[src/rtl/pipe_ctrl_pkg.sv]
// Shared types for the pipeline controller: FSM state encoding and the
// shadow-scoreboard entry layout.
package pipe_ctrl_pkg;

  localparam int REG_W = 5;
  localparam logic [REG_W-1:0] REG_ZERO = 5'd0;

  typedef enum logic [1:0] {
    RUN    = 2'd0,
    DRAIN  = 2'd1,
    HALTED = 2'd2,
    STEP   = 2'd3
  } state_t;

  typedef struct packed {
    logic             valid;
    logic [REG_W-1:0] wa;
    logic             reg_write;
    logic             mem2reg;
  } sb_entry_t;

  // A stage can only cause a load-use stall if it carries a real load to a
  // non-zero register; ALU results are covered by forwarding.
  function automatic logic is_load_src(sb_entry_t e);
    return e.valid && e.reg_write && e.mem2reg && (e.wa != REG_ZERO);
  endfunction

endpackage

[src/rtl/pipe_scoreboard.sv]
// Shadow scoreboard of destination registers in EX/MEM/WB plus load-use
// match logic against the instruction currently in ID.
module pipe_scoreboard
  import pipe_ctrl_pkg::*;
#(
  parameter int DEPTH = 3
) (
  input  logic             clk,
  input  logic             rstn,
  input  logic [REG_W-1:0] ra1,
  input  logic [REG_W-1:0] ra2,
  input  logic             use_rs,
  input  logic             use_rt,
  input  sb_entry_t        issue,
  input  logic             bubble,
  output logic             load_use,
  output logic             all_empty
);

  // Only EX and MEM can stall; WB is resolved by the write-first register file.
  localparam int HAZ_STAGES = 2;

  sb_entry_t [DEPTH-1:0] stage;

  // NOTE: every entry is reset, not just stage 0, because drain completion
  // and hazard detection both trust the valid bits right after reset.
  always_ff @(posedge clk or negedge rstn) begin
    if (!rstn) begin
      stage <= '0;
    end else begin
      // NOTE: non-blocking assignments make the shift use the pre-edge values
      // of every stage regardless of statement order.
      stage[0] <= bubble ? '0 : issue;
      for (int i = 1; i < DEPTH; i++) stage[i] <= stage[i-1];
    end
  end

  // NOTE: outputs get a default before the loops so no path infers a latch.
  always_comb begin
    load_use  = 1'b0;
    all_empty = 1'b1;
    for (int i = 0; i < HAZ_STAGES; i++) begin
      if (is_load_src(stage[i]) &&
          ((use_rs && stage[i].wa == ra1) || (use_rt && stage[i].wa == ra2)))
        load_use = 1'b1;
    end
    for (int i = 0; i < DEPTH; i++) begin
      if (stage[i].valid) all_empty = 1'b0;
    end
  end

endmodule

[src/rtl/pipe_ctrl.sv]
// Pipeline control / hazard scheduler with debug halt and single-step FSM.
// Define PIPE_CTRL_PERF_EN to build the stall/flush performance counters.
module pipe_ctrl
  import pipe_ctrl_pkg::*;
#(
  parameter int CNT_W       = 32,
  parameter int DRAIN_DEPTH = 3
) (
  input  logic             clk,
  input  logic             rstn,
  input  logic [REG_W-1:0] id_ra1,
  input  logic [REG_W-1:0] id_ra2,
  input  logic             id_use_rs,
  input  logic             id_use_rt,
  input  logic [REG_W-1:0] id_wa,
  input  logic             id_reg_write,
  input  logic             id_mem2reg,
  input  logic             branch_taken,
  input  logic             dbg_halt_req,
  input  logic             dbg_step_req,
  output logic             pc_en,
  output logic             if_id_en,
  output logic             if_id_flush,
  output logic             id_ex_flush,
  output logic             dbg_halted,
  output logic             dbg_step_ack,
  output logic [CNT_W-1:0] perf_stall,
  output logic [CNT_W-1:0] perf_flush
);

  state_t    state;
  logic      step_pending;
  logic      load_use;
  logic      all_empty;
  logic      freeze;
  sb_entry_t issue;

  assign issue  = '{valid: 1'b1, wa: id_wa, reg_write: id_reg_write, mem2reg: id_mem2reg};
  assign freeze = (state == DRAIN) || (state == HALTED);

  pipe_scoreboard #(.DEPTH(DRAIN_DEPTH)) u_sb (
    .clk       (clk),
    .rstn      (rstn),
    .ra1       (id_ra1),
    .ra2       (id_ra2),
    .use_rs    (id_use_rs),
    .use_rt    (id_use_rt),
    .issue     (issue),
    .bubble    (id_ex_flush),
    .load_use  (load_use),
    .all_empty (all_empty)
  );

  // A taken branch always redirects, even while draining or halted.
  always_comb begin
    pc_en       = 1'b1;
    if_id_en    = 1'b1;
    if_id_flush = 1'b0;
    id_ex_flush = 1'b0;
    if (branch_taken) begin
      if_id_flush = 1'b1;
      id_ex_flush = 1'b1;
    end else if (freeze || load_use) begin
      pc_en       = 1'b0;
      if_id_en    = 1'b0;
      id_ex_flush = 1'b1;
    end
  end

  always_ff @(posedge clk or negedge rstn) begin
    if (!rstn) begin
      state        <= RUN;
      dbg_halted   <= 1'b0;
      dbg_step_ack <= 1'b0;
      step_pending <= 1'b0;
    end else begin
      dbg_step_ack <= 1'b0;
      case (state)
        RUN: if (dbg_halt_req) state <= DRAIN;
        DRAIN: begin
          if (all_empty) begin
            state        <= HALTED;
            dbg_halted   <= 1'b1;
            dbg_step_ack <= step_pending;
            step_pending <= 1'b0;
          end
        end
        HALTED: begin
          if (dbg_step_req) begin
            state      <= STEP;
            dbg_halted <= 1'b0;
          end else if (!dbg_halt_req) begin
            state      <= RUN;
            dbg_halted <= 1'b0;
          end
        end
        STEP: begin
          // Hold here while a load-use stall keeps the stepped instruction in ID.
          if (branch_taken || !load_use) begin
            state        <= DRAIN;
            step_pending <= 1'b1;
          end
        end
        default: state <= RUN;
      endcase
    end
  end

`ifdef PIPE_CTRL_PERF_EN
  logic stall_cycle;
  assign stall_cycle = !branch_taken && !freeze && load_use;

  always_ff @(posedge clk or negedge rstn) begin
    if (!rstn) begin
      perf_stall <= '0;
      perf_flush <= '0;
    end else begin
      if (stall_cycle)  perf_stall <= perf_stall + CNT_W'(1);
      if (branch_taken) perf_flush <= perf_flush + CNT_W'(1);
    end
  end
`else
  assign perf_stall = '0;
  assign perf_flush = '0;
`endif

endmodule

[config.mk]
export PLATFORM = sky130hd
export DESIGN_NAME = pipe_ctrl
export DESIGN_NICKNAME = d
export VERILOG_FILES = /design/src/rtl/pipe_ctrl_pkg.sv /design/src/rtl/pipe_scoreboard.sv /design/src/rtl/pipe_ctrl.sv
export SDC_FILE = /design/constraint.sdc
export NUM_CORES = 1
export LEC_CHECK = 0
export BUFFER_PORTS_ARGS = -buffer_cell sky130_fd_sc_hd__buf_2
export CAP_MARGIN = 20
export CORE_MARGIN = 1.5
export CORE_UTILIZATION = 30
export DETAILED_ROUTE_END_ITERATION = 6
export PLACE_DENSITY_LB_ADDON = 0.25
export SYNTH_ARGS = -nofsm -noshare
export SYNTH_HDL_FRONTEND = slang
export SYNTH_SLANG_ARGS = --single-unit
[constraint.sdc]
create_clock -name clk -period 2.17 [get_ports clk]
set_input_delay 0.434 -clock clk [delete_from_list [all_inputs] [get_ports clk]]
set_output_delay 0.434 -clock clk [all_outputs]
set_load 0.1 [all_outputs]
* Word level (Yosys, flattened, before mapping) *
Index checks and enable logic that the tools add are counted.
W data, S select, Z words.

cells by class
  equal/unequal tests = 11
  mux-type cells = 26
  reductions and logical operators = 26

operators by type and width
  cell                  count
  $eq A5 B5 Y1          4
  $mux W1               17
  $logic_and A1 B1 Y1   12
  $mux W2               5
  $reduce_bool A5 Y1    2
  $mux W8               1
  $pmux W2 S4           1
  $ne A2 B2 Y1 const B  3
  $reduce_and A3 Y1     2
  $logic_or A1 B1 Y1    5
  $eq A2 B2 Y1 const B  2
  $pmux W1 S2           2
  $reduce_and A4 Y1     1
  $reduce_bool A2 Y1    2
  $ne A3 B3 Y1 const B  1
  $eq A2 B1 Y1 const B  1
  $logic_not A2 Y1      1
  $logic_not A1 Y1      1

word-level totals
  flip-flop bits (word level) = 22
  bits of input ports = 24
  logic and storage cells = 76

* Depth between registers and ports, before layout *
  word-level depth = 10
  gate-level depth with buffers = 7
  depth with buffers taken out = 7

* Modules after synthesis *
From an unflattened synthesis, not the netlist that was laid out.

second synthesis, totals
  cells, all modules = 160
  area, all modules = 1622.8 um2

modules (own cells, without submodules)
  module           times used  cells an instance  area each (um2)  seq. area each (um2)
  pipe_ctrl        1           101                873.3            125.1
  pipe_scoreboard  1           59                 749.5            425.4

* Least setup slack after synthesis *
Ideal clock, no wire load.

  path kind = register to output
  from = register u_sb.stage[2] in the netlist's numbering
  to = output port pc_en
  arrival time = 2124 ps
  data required time = 1736 ps
  setup slack = -388 ps
  stages on the path, launching flop included = 6
  buffers on the path = 1
  cell sequence = dfrtp_1 > or4_1 > o2111ai_1 > o22a_2 > a21o_2 > buf_4

between the ends
  word-level cells in the longest chain between the ends = 9
  elaborated cells on any way between the ends = 13

ends and longest elaborated chain
  what                    RTL line               source
  start, declared         pipe_scoreboard.sv:23  sb_entry_t [DEPTH-1:0] stage;
  $eq A5 B5 Y1            pipe_scoreboard.sv:44  ((use_rs && stage[i].wa == ra1) || (use_rt && stage[i].wa == ra2)))
  $logic_and A1 B1 Y1     pipe_scoreboard.sv:44
  $logic_or A1 B1 Y1      pipe_scoreboard.sv:44
  $logic_and A1 B1 Y1 *   pipe_scoreboard.sv:43  if (is_load_src(stage[i]) &&
  $mux W1 * (2 in a row)  pipe_scoreboard.sv:43
  $logic_or A1 B1 Y1 *    pipe_ctrl.sv:63        end else if (freeze || load_use) begin
  $mux W1 * (2 in a row)  n/a
  end, declared           pipe_ctrl.sv:21        output logic pc_en,

Every way passes the cells marked *; elsewhere a longest branch is shown, timed or not.

* Worst setup path after layout *
  from = register u_sb.stage[12] in the netlist's numbering
  to = output port id_ex_flush

between the ends
  word-level cells in the longest chain between the ends = 8
  elaborated cells on any way between the ends = 12

ends and longest elaborated chain
  what                   RTL line               source
  $eq A5 B5 Y1           pipe_scoreboard.sv:44
  $logic_and A1 B1 Y1    pipe_scoreboard.sv:44
  $logic_or A1 B1 Y1     pipe_scoreboard.sv:44
  $logic_and A1 B1 Y1 *  pipe_scoreboard.sv:43
  $mux W1 *              pipe_scoreboard.sv:43
  $logic_or A1 B1 Y1 *   pipe_ctrl.sv:63
  $mux W1 *              pipe_ctrl.sv:63
  $mux W1 *              pipe_ctrl.sv:60        if (branch_taken) begin
  end, declared          pipe_ctrl.sv:24        output logic id_ex_flush,

Marks and branches as above.

==> results.cfg <==
[outcome]
outcome = finished, violations left
violations = negative setup slack

[synthesis]
synth_commonest_cells = buf_4, dfrtp_1, xor2_1
ys_ff_latch = 22
async_flop_share_pct = 100
postSynthCellCount = 162
yosys_warnings = 0
synth.most_common_cell = buf_4
synth.area.top_cells = dfrtp_1, buf_4, xor2_1
synth_top_area_share_pct = 34.4
syn_area_per_cell_um2 = 9.88
ys_seq_area_share_pct = 34.4
syn_area_um2 = 1600
synth_edf_count = 0
synth_cell_types = 25
ys.flop_type = dfrtp_1
synth.largest_area_cell = dfrtp_1

[drt]
routedWlPerCell_um = 9.05
ant_nets = 0
vias_per_cell = 3.59
totalWireLength_um = 2510
drt_first_iter_violations = 24
drcViolationCount = 0
drt_first_pass_iters = 4
vias = 994

[worst_setup_path]
cp-start-kind = flip-flop
crit_required_ps = 1740
worstPathArrival_ps = 2070
crit_family = simple AND/OR/NAND/NOR gates
critPathMaxStageDelay_ps = 530
r2r_start = u_sb.stage[12]$_DFF_PN0_
timing.rr.end = state[1]$_DFFE_PN0P_
worstPathMaxFanout = 3
ff2ff_path_depth = 9
endpoint_kind = primary output
regToRegSetupSlack_ps = -130
crit_slowest_cell = or4_4
crit_buf_inv = 2
path_class = reg -> out
path_cells = or4_4 > o2111ai_2 > o22a_2 > nor3b_4 > inv_2 > buf_12

[timing]
finalSetupViolations = 5
fin_skew_ps = 4.44
period_share_pct = 115
layout_setup_ws_ps = -336
period_minus_slack_ps = 2510
hold_viol_final = 0
rsz0062_at_grt = yes
fmax_mhz = 399
hold_ws_ps = 113
drv_slew = 0

[pwr]
p_clk_share_pct = 14.4
power_density_nw_per_um2 = 1400
power.share.combinational_pct = 61.4
p_int_w = 0.00125
power_w = 0.00260
power_frac_seq_pct = 24.2
irDropWorstVdd_mv = 0.975
p_sw_w = 0.00135
swShare_pct = 51.8
power_leakage_nw = 1.00

[global_route]
grt-ovfl-total = 0
grt_max_degree = 23
grt_pass1_wl_um = 4070
grt_use_total_pct = 8.83
antenna_found_initial = 0
grt_pass1_vias = 930

[die]
ioPinCount = 94
dieArea_um2 = 5780
die_h_um = 76.0
core_area_um2 = 5140
initial_utilization_pct = 31.1
core.rowCount = 26
die_w_um = 76.0

[clocking]
cts_root_buf = clkbuf_8
cts_hold_buf = 0
cts_tree = built
clkTransAtPathRegs_ps = 80
numCtsBuffers = 3
clock_sinks = 22
clk_latency_ps = 260
cts_max_level = 1
clock_path_buffers = 2

[cells_and_area]
finalNetCount = 236
area_delta_synth_final_pct = 15.9
num_antenna_cells = 0
drive_above_1_share_pct = 29.0
instances_no_fill = 277

[run]
timing.max_cap.violations = 0

[placed_design]
place_inst = 270
portBuffers = 29
place_hpwl_um = 2100
place_congestion = 0.757

[min_path]
hp-class = in -> async
[power groups by stage]
stage | logic, W | clock network, W | registers (W)
after detailed placement | 0.00147 | 0 | 0.000634
after global routing | 0.00170 | 0.000408 | 0.000648
final | 0.00160 | 0.000375 | 0.000630
after global placement | 0.00147 | 0 | 0.000633
after floorplan | 0.00120 | 0 | 0.000719
after CTS | 0.00156 | 0.000384 | 0.000631
[cell families (layout without fill, tap and decap cells)]
logic type	count (synthesis)	count (layout)	share of synthesized area [%]
AOI/OAI and AO/OA	16	16	7.98
xor gates and xnor gates	20	20	10.9
adders and majority gates	4	4	3.13
buffers and inverters	73	55	32.6
DFF	22	22	34.4
muxes	2	2	1.33
other	1	64	0.234
and+or+nand+nor	24	24	9.38
[worst max path at each step]
stage	start	end	slack [ps]	cells past startpoint
finish	u_sb.stage[12]$_DFF_PN0_	id_ex_flush	-340	6
global route	u_sb.stage[12]$_DFF_PN0_	id_ex_flush	-450	6
CTS	u_sb.stage[2]$_DFF_PN0_	id_ex_flush	-360	6
detailed placement	id_ra2[2]	pc_en	-180	7
global placement	id_ra2[2]	pc_en	-200	7
floorplan	id_ra2[2]	id_ex_flush	-270	6
[layer usage]
metal  vias up  share of wire, %  global-route usage, %
met5         -                 0                      0
met3         3               6.2                   1.56
met4         0               1.0                   4.44
met1       451                41                   10.3
li1        485                 -                      -
met2        55                51                   15.5
[state kept, by name (all words and copies together) (netlist names)]
| register | cells |
|---|---|
| dbg_step_ack | 1 |
| state | 2 |
| step_pending | 1 |
| u_sb.stage | 17 |
| dbg_halted | 1 |
[placed cells by master, fill, tap and decap left out, types with 2 or more instances in the layout]
cell type  instances
o21ai_0            6
a32oi_1            2
dfrtp_1           22
a21oi_1            2
nor2_1             2
buf_12             3
buf_6              2
buf_4             13
nand2_1            4
ha_1               4
inv_1              6
xnor2_1            4
conb_1            64
o2111ai_2          2
nor4_1             3
or4_4              2
and2_1             9
buf_2             26
xor2_1            15
clkbuf_8           3
[stage by stage]
step	util [%]	cell area, µm²	setup TNS [ps]	setup slack, ps
final	36.1	1850	-1080	-336
after global routing	36.1	1850	-1720	-450
after CTS	35.1	1800	-987	-356
after detailed placement	32.8	1690	-683	-183
after global placement	32.8	1690	-746	-201
after floorplan	-	1840	-476	-269
[area by class of cell]
type,count,area (µm²)
Fill cell,544,3290
Multi-Input combinational cell,130,808
Sequential cell,22,551
Timing Repair Buffer,44,310
Tap cell,70,87.6
Clock buffer,3,41.3
Clock inverter,1,30.0
Inverter,7,26.3
[repair_timing]
| action | 4_1_cts | 5_1_grt |
|---|---|---|
| setup buffers | 1 | 2 |
| hold endpoints to repair | 0 | 0 |
| endpoints found under the setup margin | 4 | 5 |
| resized for setup | 11 | 7 |
| pin swaps | 4 | 4 |
Power figures use the tool's default switching activity.
